`src/rtl/sprite_line_fetcher.sv`:
```
// sprite_line_fetcher
// Copies one sprite row from the sprite ROM into a line buffer when the VGA
// controller announces a new line. The copy can be mirrored horizontally.
// During active video it returns the buffered colour for the current draw_x
// one cycle later, and flags whether that pixel is opaque.
`timescale 1ns/1ps

module sprite_line_fetcher #(
    parameter int          SPR_W  = 20,
    parameter int          SPR_H  = 22,
    parameter int          ADDR_W = 9,
    parameter logic [11:0] TRANSP = 12'h808
) (
    input  logic              Clk,
    input  logic              Reset_n,
    input  logic              line_start,
    input  logic [9:0]        next_y,
    input  logic [9:0]        sprite_x,
    input  logic [9:0]        sprite_y,
    input  logic              flip,
    output logic [ADDR_W-1:0] rom_addr,
    input  logic [11:0]       rom_color,
    input  logic [9:0]        draw_x,
    output logic              busy,
    output logic              pixel_valid,
    output logic [11:0]       pixel_color
);

    localparam int               COL_W    = $clog2(SPR_W);
    localparam logic [COL_W-1:0] LAST_COL = COL_W'(SPR_W - 1);
    localparam logic [10:0]      SPR_W11  = 11'(SPR_W);
    localparam logic [10:0]      SPR_H11  = 11'(SPR_H);

    typedef enum logic [0:0] {
        IDLE  = 1'b0,
        FETCH = 1'b1
    } state_t;

    state_t            state, state_next;
    logic [COL_W-1:0]  col, col_next;
    logic [ADDR_W-1:0] addr_next;
    logic              row_hit, row_hit_next;
    logic [9:0]        x_lat;
    logic              flip_lat;

    logic [11:0]       line_buf [SPR_W];
    logic              buf_we;
    logic [COL_W-1:0]  buf_idx;

    logic [10:0]       dy;
    logic              row_in_range;
    logic [ADDR_W-1:0] row_base;

    logic [10:0]       dx;
    logic              hit;
    logic [COL_W-1:0]  rd_idx;
    logic [11:0]       rd_color;

    assign busy = (state == FETCH);

    // Row selection: which sprite row (if any) lands on the announced line.
    always_comb begin
        dy           = {1'b0, next_y} - {1'b0, sprite_y};
        row_in_range = (next_y >= sprite_y) && (dy < SPR_H11);
        row_base     = ADDR_W'(dy * SPR_W11);
    end

    // Next-state logic for the fetch walk and its datapath controls.
    always_comb begin
        // NOTE: every output of this block gets a default first, so no path
        // leaves a signal unassigned and no latch is inferred.
        state_next   = state;
        col_next     = col;
        addr_next    = rom_addr;
        row_hit_next = row_hit;
        buf_we       = 1'b0;
        buf_idx      = flip_lat ? (LAST_COL - col) : col;

        if (line_start) begin
            // A new line always invalidates the old row, even mid-fetch.
            row_hit_next = 1'b0;
            if (row_in_range) begin
                state_next = FETCH;
                col_next   = '0;
                addr_next  = row_base;
            end else begin
                state_next = IDLE;
            end
        end else if (state == FETCH) begin
            buf_we = 1'b1;
            if (col == LAST_COL) begin
                state_next   = IDLE;
                row_hit_next = 1'b1;
            end else begin
                col_next  = col + 1'b1;
                addr_next = rom_addr + 1'b1;
            end
        end
    end

    // FSM state register.
    always_ff @(posedge Clk or negedge Reset_n) begin
        if (!Reset_n) begin
            state <= IDLE;
        end else begin
            // NOTE: sequential state uses non-blocking assignments so every
            // register samples the values from before this edge.
            state <= state_next;
        end
    end

    // Fetch datapath registers: column, ROM address, row-valid flag, latched sprite attributes.
    always_ff @(posedge Clk or negedge Reset_n) begin
        if (!Reset_n) begin
            col      <= '0;
            rom_addr <= '0;
            row_hit  <= 1'b0;
            x_lat    <= '0;
            flip_lat <= 1'b0;
        end else begin
            col      <= col_next;
            rom_addr <= addr_next;
            row_hit  <= row_hit_next;
            if (line_start) begin
                x_lat    <= sprite_x;
                flip_lat <= flip;
            end
        end
    end

    // Line buffer write; mirrored placement is folded into buf_idx.
    always_ff @(posedge Clk) begin
        // NOTE: the buffer has no reset; row_hit=0 after reset masks its
        // contents, and leaving it unreset lets it map onto plain RAM.
        if (buf_we) begin
            line_buf[buf_idx] <= rom_color;
        end
    end

    // Pixel lookup for the current draw_x.
    always_comb begin
        dx       = {1'b0, draw_x} - {1'b0, x_lat};
        hit      = row_hit && !busy && (draw_x >= x_lat) && (dx < SPR_W11);
        rd_idx   = hit ? dx[COL_W-1:0] : '0;
        rd_color = line_buf[rd_idx];
    end

    // Registered pixel output; transparent or off-sprite pixels read as black/invalid.
    always_ff @(posedge Clk or negedge Reset_n) begin
        if (!Reset_n) begin
            pixel_valid <= 1'b0;
            pixel_color <= 12'h000;
        end else begin
            if (hit && (rd_color != TRANSP)) begin
                pixel_valid <= 1'b1;
                pixel_color <= rd_color;
            end else begin
                pixel_valid <= 1'b0;
                pixel_color <= 12'h000;
            end
        end
    end

endmodule

```
`config.mk`:
```
export PLATFORM = sky130hd
export DESIGN_NAME = sprite_line_fetcher
export DESIGN_NICKNAME = d
export VERILOG_FILES = /design/src/rtl/sprite_line_fetcher.sv
export SDC_FILE = /design/constraint.sdc
export NUM_CORES = 1
export LEC_CHECK = 0
export BUFFER_PORTS_ARGS = -buffer_cell sky130_fd_sc_hd__buf_2
export CAP_MARGIN = 20
export CORE_ASPECT_RATIO = 0.6
export CORE_MARGIN = 3
export CORE_UTILIZATION = 43
export CTS_CLUSTER_DIAMETER = 30
export DETAILED_ROUTE_END_ITERATION = 8
export PLACE_DENSITY = 0.6
export SETUP_SLACK_MARGIN = 0.1
export SYNTH_ARGS = -nofsm -noshare
export SYNTH_HDL_FRONTEND = slang
export SYNTH_SLANG_ARGS = --single-unit
```
`constraint.sdc`:
```
create_clock -name Clk -period 5.7 [get_ports Clk]
set_clock_uncertainty 0.2 [all_clocks]
set_input_delay 0.57 -clock Clk [delete_from_list [all_inputs] [get_ports Clk]]
set_output_delay 0.57 -clock Clk [all_outputs]
set_load 0.05 [all_outputs]
```
### Word level (Yosys, flattened, before mapping)

Memories as Yosys holds them, arrays and structs flattened.
Cells that the tools add are included.

| cells by class | value |
|---|---|
| mux-type cells | 23 |
| magnitude comparators | 4 |
| equal/unequal tests | 4 |
| multipliers | 1 |
| add/sub/neg operators | 5 |
| reductions and logical operators | 10 |

Operators with widths:

| operator | number |
|---|---|
| two-way mux 9 bit | 4 |
| two-way mux 5 bit | 6 |
| less-than comparator 11 x 5 -> 1 bit (second input constant) | 2 |
| subtractor 10 x 10 -> 11 bit | 2 |
| greater-or-equal comparator 10 bit | 2 |
| two-way mux 1 bit | 12 |
| two-way mux 12 bit | 1 |
| != test 12 bit (second input constant) | 1 |
| multiplier 11 x 3 -> 7 bit (second input constant) | 1 |
| adder 9 x 1 -> 9 bit (second input constant) | 1 |
| adder 5 x 1 -> 5 bit (second input constant) | 1 |
| equality test 5 bit (second input constant) | 1 |
| logical AND 1 bit | 5 |
| subtractor 5 bit (first input constant) | 1 |
| nonzero test 2 bit | 2 |
| AND reduction 3 bit | 1 |
| != test 2 x 1 -> 1 bit (second input constant) | 1 |
| != test 2 bit (second input constant) | 1 |
| AND reduction 2 bit | 1 |
| zero test 1 bit | 1 |

| storage, ports and cells | value |
|---|---|
| register bits | 40 |
| RAM bits | 240 |
| output and inout port bits | 23 |
| memories | 1 |
| logic and storage cells | 56 |

Memories:

| name | words | bits a word | read ports | clocked after memory_dff | wr ports | RTL line | source |
|---|---|---|---|---|---|---|---|
| line_buf | 20 | 12 | 1 | 0 | 1 | 46 | `logic [11:0] line_buf [SPR_W];` |

### Depth between registers and ports, before layout

An unclocked memory read counts as a cell.

| logic depth | value |
|---|---|
| word-level depth | 9 |
| depth in mapped cells | 17 |

### Least setup slack after synthesis

Ideal clock, no wire load.

| timing | value |
|---|---|
| kind | input to register |
| from | input draw_x[0] |
| to | register pixel_color[3] |
| setup slack | 2.006 ns |
| stages on the path | 16 |
| buffers on the path | 2 |
| data required time | 5.381 ns |
| data arrival time | 3.375 ns |
| setup time | 0.119 ns |
| cell sequence | inv_1 > ha_1 > inv_1 > fa_1 > a211oi_2 > o21ba_2 > nor2_2 > a2111oi_2 > and3_1 > buf_4 > buf_6 > nand3_1 > a211o_1 > a211oi_2 > nand4_1 > o21a_1 |

| between the ends | value |
|---|---|
| cells in the longest elaborated chain, start to end | 8 |
| elaborated cells on any way between the ends | 10 |
| those cells by class | add/sub (1); order compare (2); eq/ne (1); mux (2); reduce/logical (3); memory (1) |

Ends and longest elaborated chain:

| item | RTL line | source |
|---|---|---|
| start, declared | 23 | `input logic [9:0] draw_x,` |
| subtractor 10 x 10 -> 11 bit or greater-or-equal comparator 10 bit (tied branches) | 142, 143 |  |
| less-than comparator 11 x 5 -> 1 bit or logical AND 1 bit (tied branches) | 143 | `hit = row_hit && !busy && (draw_x >= x_lat) && (dx < SPR_W11);` |
| logical AND 1 bit | 143 |  |
| two-way mux 5 bit | 144 | `rd_idx = hit ? dx[COL_W-1:0] : '0;` |
| memory read (20 x 12 bit) | -- |  |
| != test 12 bit | 154 | `if (hit && (rd_color != TRANSP)) begin` |
| logical AND 1 bit | 154 |  |
| two-way mux 12 bit * | 154 |  |
| end signal, assigned | 156 | `pixel_color <= rd_color;` |
| end, declared | 26 | `output logic [11:0] pixel_color` |

Mark *: on every way between the ends. The rest lies on a longest branch, timed or not.
A chain may end at the register's enable or synchronous reset.

### Worst setup path after layout

| timing | value |
|---|---|
| from | register x_lat[0] |
| to | register pixel_color[11] |

| between the ends | value |
|---|---|
| cells in the longest elaborated chain, start to end | 8 |
| elaborated cells on any way between the ends | 10 |
| those cells by class | add/sub (1); order compare (2); eq/ne (1); mux (2); reduce/logical (3); memory (1) |

Ends and longest elaborated chain:

| item | RTL line | source |
|---|---|---|
| start, declared | 43 | `logic [9:0] x_lat;` |
| start signal, assigned | 125 | `x_lat <= sprite_x;` |
| subtractor 10 x 10 -> 11 bit or greater-or-equal comparator 10 bit (tied branches) | 142, 143 |  |
| less-than comparator 11 x 5 -> 1 bit or logical AND 1 bit (tied branches) | 143 |  |
| logical AND 1 bit | 143 |  |
| two-way mux 5 bit | 144 |  |
| memory read (20 x 12 bit) | -- |  |
| != test 12 bit | 154 |  |
| logical AND 1 bit | 154 |  |
| two-way mux 12 bit * | 154 |  |

Marked as above.

==> flow_metrics.tcl <==
set metrics [dict create \
    hold_viol 0 \
    cp_slowest_cell "o311ai_0" \
    p_seq_share_pct 41.0 \
    setup_viol 0 \
    synth.net_count 985 \
    crit_chain "ha_4 > inv_1 > fa_2 > a211oi_2 > o21ba_2 > nor2_2 > a2111oi_2 > and3_1 > nand2_2 > o311ai_0 > nor4_1 > nand4_1 > nor2_2 > nor3_1" \
    syn_to_final_growth_pct 17.1 \
    io_pins 79 \
    rr_startpoint "x_lat[0]$_DFFE_PN0P_" \
    die_area_mm2 0.0315 \
    synth_edf_count 240 \
    num_rows 47 \
    rsz0062_at_grt "false" \
    start_util_pct 44.7 \
    internal_power_mw 4.04 \
    p_switching_mw 1.52 \
    synthFlopType "edfxtp_1" \
    finalCriticalPeriod_ns 4.39 \
    p_sw_share_pct 27.3 \
    tritoncts "built" \
    io_buffers 78 \
    path_buf_inv 1 \
    drive_gt1_share_pct 22.9 \
    synth.distinct_cells 75 \
    grt_usage_pct 21.8 \
    crit_arrival_ns 4.64 \
    p_leak_nw 5.42 \
    antennaDiodeCount 0 \
    drc 0 \
    hold_path.class "primary input to register" \
    placeableCoreArea_mm2 0.0282 \
    post-route-util_pct 52.3 \
    min_from "sprite_x[4]" \
    min_to "x_lat[4]$_DFFE_PN0P_" \
    grt_max_degree 42 \
    totalWireLength_um 33600 \
    syn_area_mm2 0.0126 \
    ant_nets 0 \
    hold_ws_ns 0.0470 \
    final.period_utilization_pct 77.1 \
    ir_drop_uv 237 \
    clk_pin_slew_worst_paths_ns 0.06 \
    cts_sinks 280 \
    finalNetCount 1081 \
    final_common_cell "edfxtp_1" \
    vias_per_cell 5.83 \
    synthArstFlopShare_pct 14.3 \
    clock-root-buffer "clkbuf_16" \
    synthCells 895 \
    grt_pass1_wl_um 50800 \
    grt-ovfl-total 0 \
    worstSkewPairLatency_ns 0.53 \
    max_cap_violations 0 \
    clock_path_buffers 3 \
    ys_seq_elements 280 \
    ff2ff_setup_slack_ns 1.31 \
    worstPathRequired_ns 5.94 \
    num_vias 8075 \
    hpwlAfterDp_um 22600 \
    cp_max_fo 19 \
    slowest_delay_ns 0.62 \
    run_status "completed" \
    pwr-share-comb_pct 16.5 \
    crit_top_cell "nor2_2" \
    worstSetupPathType "register to register" \
    start_kind "register" \
    fin_setup_tns_ns 0 \
    grt_pass1_vias 7791 \
    min_path_cells 3 \
    post_drt_wl_per_cell_um 24.2 \
    fmax_ghz 0.228 \
    h-tree-depth 2 \
    worstSetupEndpointType "register" \
    gp_congestion 0.969 \
    ff2ff_path_depth 14 \
    cts_made_buffers 37 \
    p_per_area_mw_per_mm2 377 \
    tightest_slew_ns 1.14 \
    firstDrtPassIters 5 \
    synth_seq_area_share_pct 65.0 \
    critPathTopFamily "simple AND/OR/NAND/NOR gates" \
    die_y_um 139 \
    initialDrtViolationCount 1020 \
    final_cell_mix "edfxtp_1, buf_2, nand2_1, nor2_1, dfrtp_1" \
    clkPwrFrac_pct 42.5 \
    r2r_end "pixel_color[11]$_DFF_PN0_" \
    synth_warnings 0 \
    slew_headroom_pct 24.1 \
    postCtsResizedCells 0 \
    syn_area_per_cell_um2 14.1 \
    slew_violations 0 \
    antenna_found_initial 0 \
    die_w_um 227 \
]
-- state kept, by name, indices dropped and copies added, names as in the netlist, 5 cells and up --
name	flops
col	5
line_buf	240
pixel_color	12
rom_addr	9
x_lat	10
-- how the worst max path moves through the flow --
stage / startpoint / end / slack [ns] / cells past startpoint
2_1_floorplan: draw_x[0] / pixel_color[3]$_DFF_PN0_ / 2.01 / 16
3_3_place_gp: draw_x[0] / pixel_valid$_DFF_PN0_ / 1.24 / 16
3_5_place_dp: draw_x[0] / pixel_color[11]$_DFF_PN0_ / 1.06 / 16
4_1_cts: x_lat[0]$_DFFE_PN0P_ / pixel_color[11]$_DFF_PN0_ / 1.44 / 14
5_1_grt: x_lat[0]$_DFFE_PN0P_ / pixel_color[11]$_DFF_PN0_ / 0.96 / 14
6_report: x_lat[0]$_DFFE_PN0P_ / pixel_color[11]$_DFF_PN0_ / 1.31 / 14
-- per-stage QoR --
stage	area, um2	worst slack, ns	total power, mW	std cells
6_report	14800	1.31	5.56	1385
5_1_grt	14800	0.962	5.77	1385
3_3_place_gp	13500	1.24	3.22	1317
4_1_cts	14700	1.44	5.58	1383
2_1_floorplan	12600	2.01	2.91	895
3_5_place_dp	13500	1.06	3.22	1317
-- cell usage after synthesis, types with 10 or more instances --
cell type	number	share of area, %
edfxtp_1	240	57
nor2_1	79	2.3
nand2_1	74	2.2
dfrtp_1	40	7.9
o21ai_0	37	1.5
mux4_2	36	6.4
inv_1	35	1.0
ha_1	31	3.1
a21oi_1	27	1.1
mux2i_1	25	2.0
nor3_1	21	0.83
clkbuf_1	18	0.54
buf_2	17	0.67
nand3_1	17	0.67
and3_1	14	0.69
a31oi_1	12	0.59
xnor2_1	12	0.83
and2_1	10	0.50
-- worst min-delay path, stage by stage --
cell and delay, ns:
buf_2 0.07, nand2_1 0.04, o21ai_0 0.05
-- power groups by stage --
stage	combinational [mW]	sequential, mW	clock (mW)
3_3_place_gp	0.901	2.32	0
5_1_grt	0.994	2.28	2.50
4_1_cts	0.905	2.28	2.40
2_1_floorplan	0.582	2.33	0
3_5_place_dp	0.898	2.32	0
6_report	0.918	2.28	2.37
-- cells by family after synthesis --
| family | share of synthesized area [%] |
|---|---|
| and+or+nand+nor | 9.16 |
| buffers and inverters | 2.71 |
| xor gates and xnor gates | 1.18 |
| adders and majority gates | 3.55 |
| muxes | 8.94 |
| DFF | 65.0 |
| AOI/OAI and AO/OA | 9.43 |
-- layer usage --
layer	wire, um	track usage (%)	vias up
met5	0	0	-
met1	16000	35.6	3996
met3	3900	7.17	52
met4	602	5.34	0
met2	13100	27.4	378
li1	-	-	3649
-- cell type report --
cell class | instances | area, um2
sequential | 280 | 8210
clock buffer | 44 | 973
fill | 2354 | 13500
tap | 367 | 459
clock inverter | 22 | 277
multi-input combinational | 534 | 4140
timing repair buffer | 101 | 578
inverter | 37 | 139
-- what timing repair did --
item,in CTS,in global routing
hold buffers,0,1
setup buffers,0,0
endpoints found under the hold margin,0,8
Note: power is estimated with default switching activity, not from simulation.
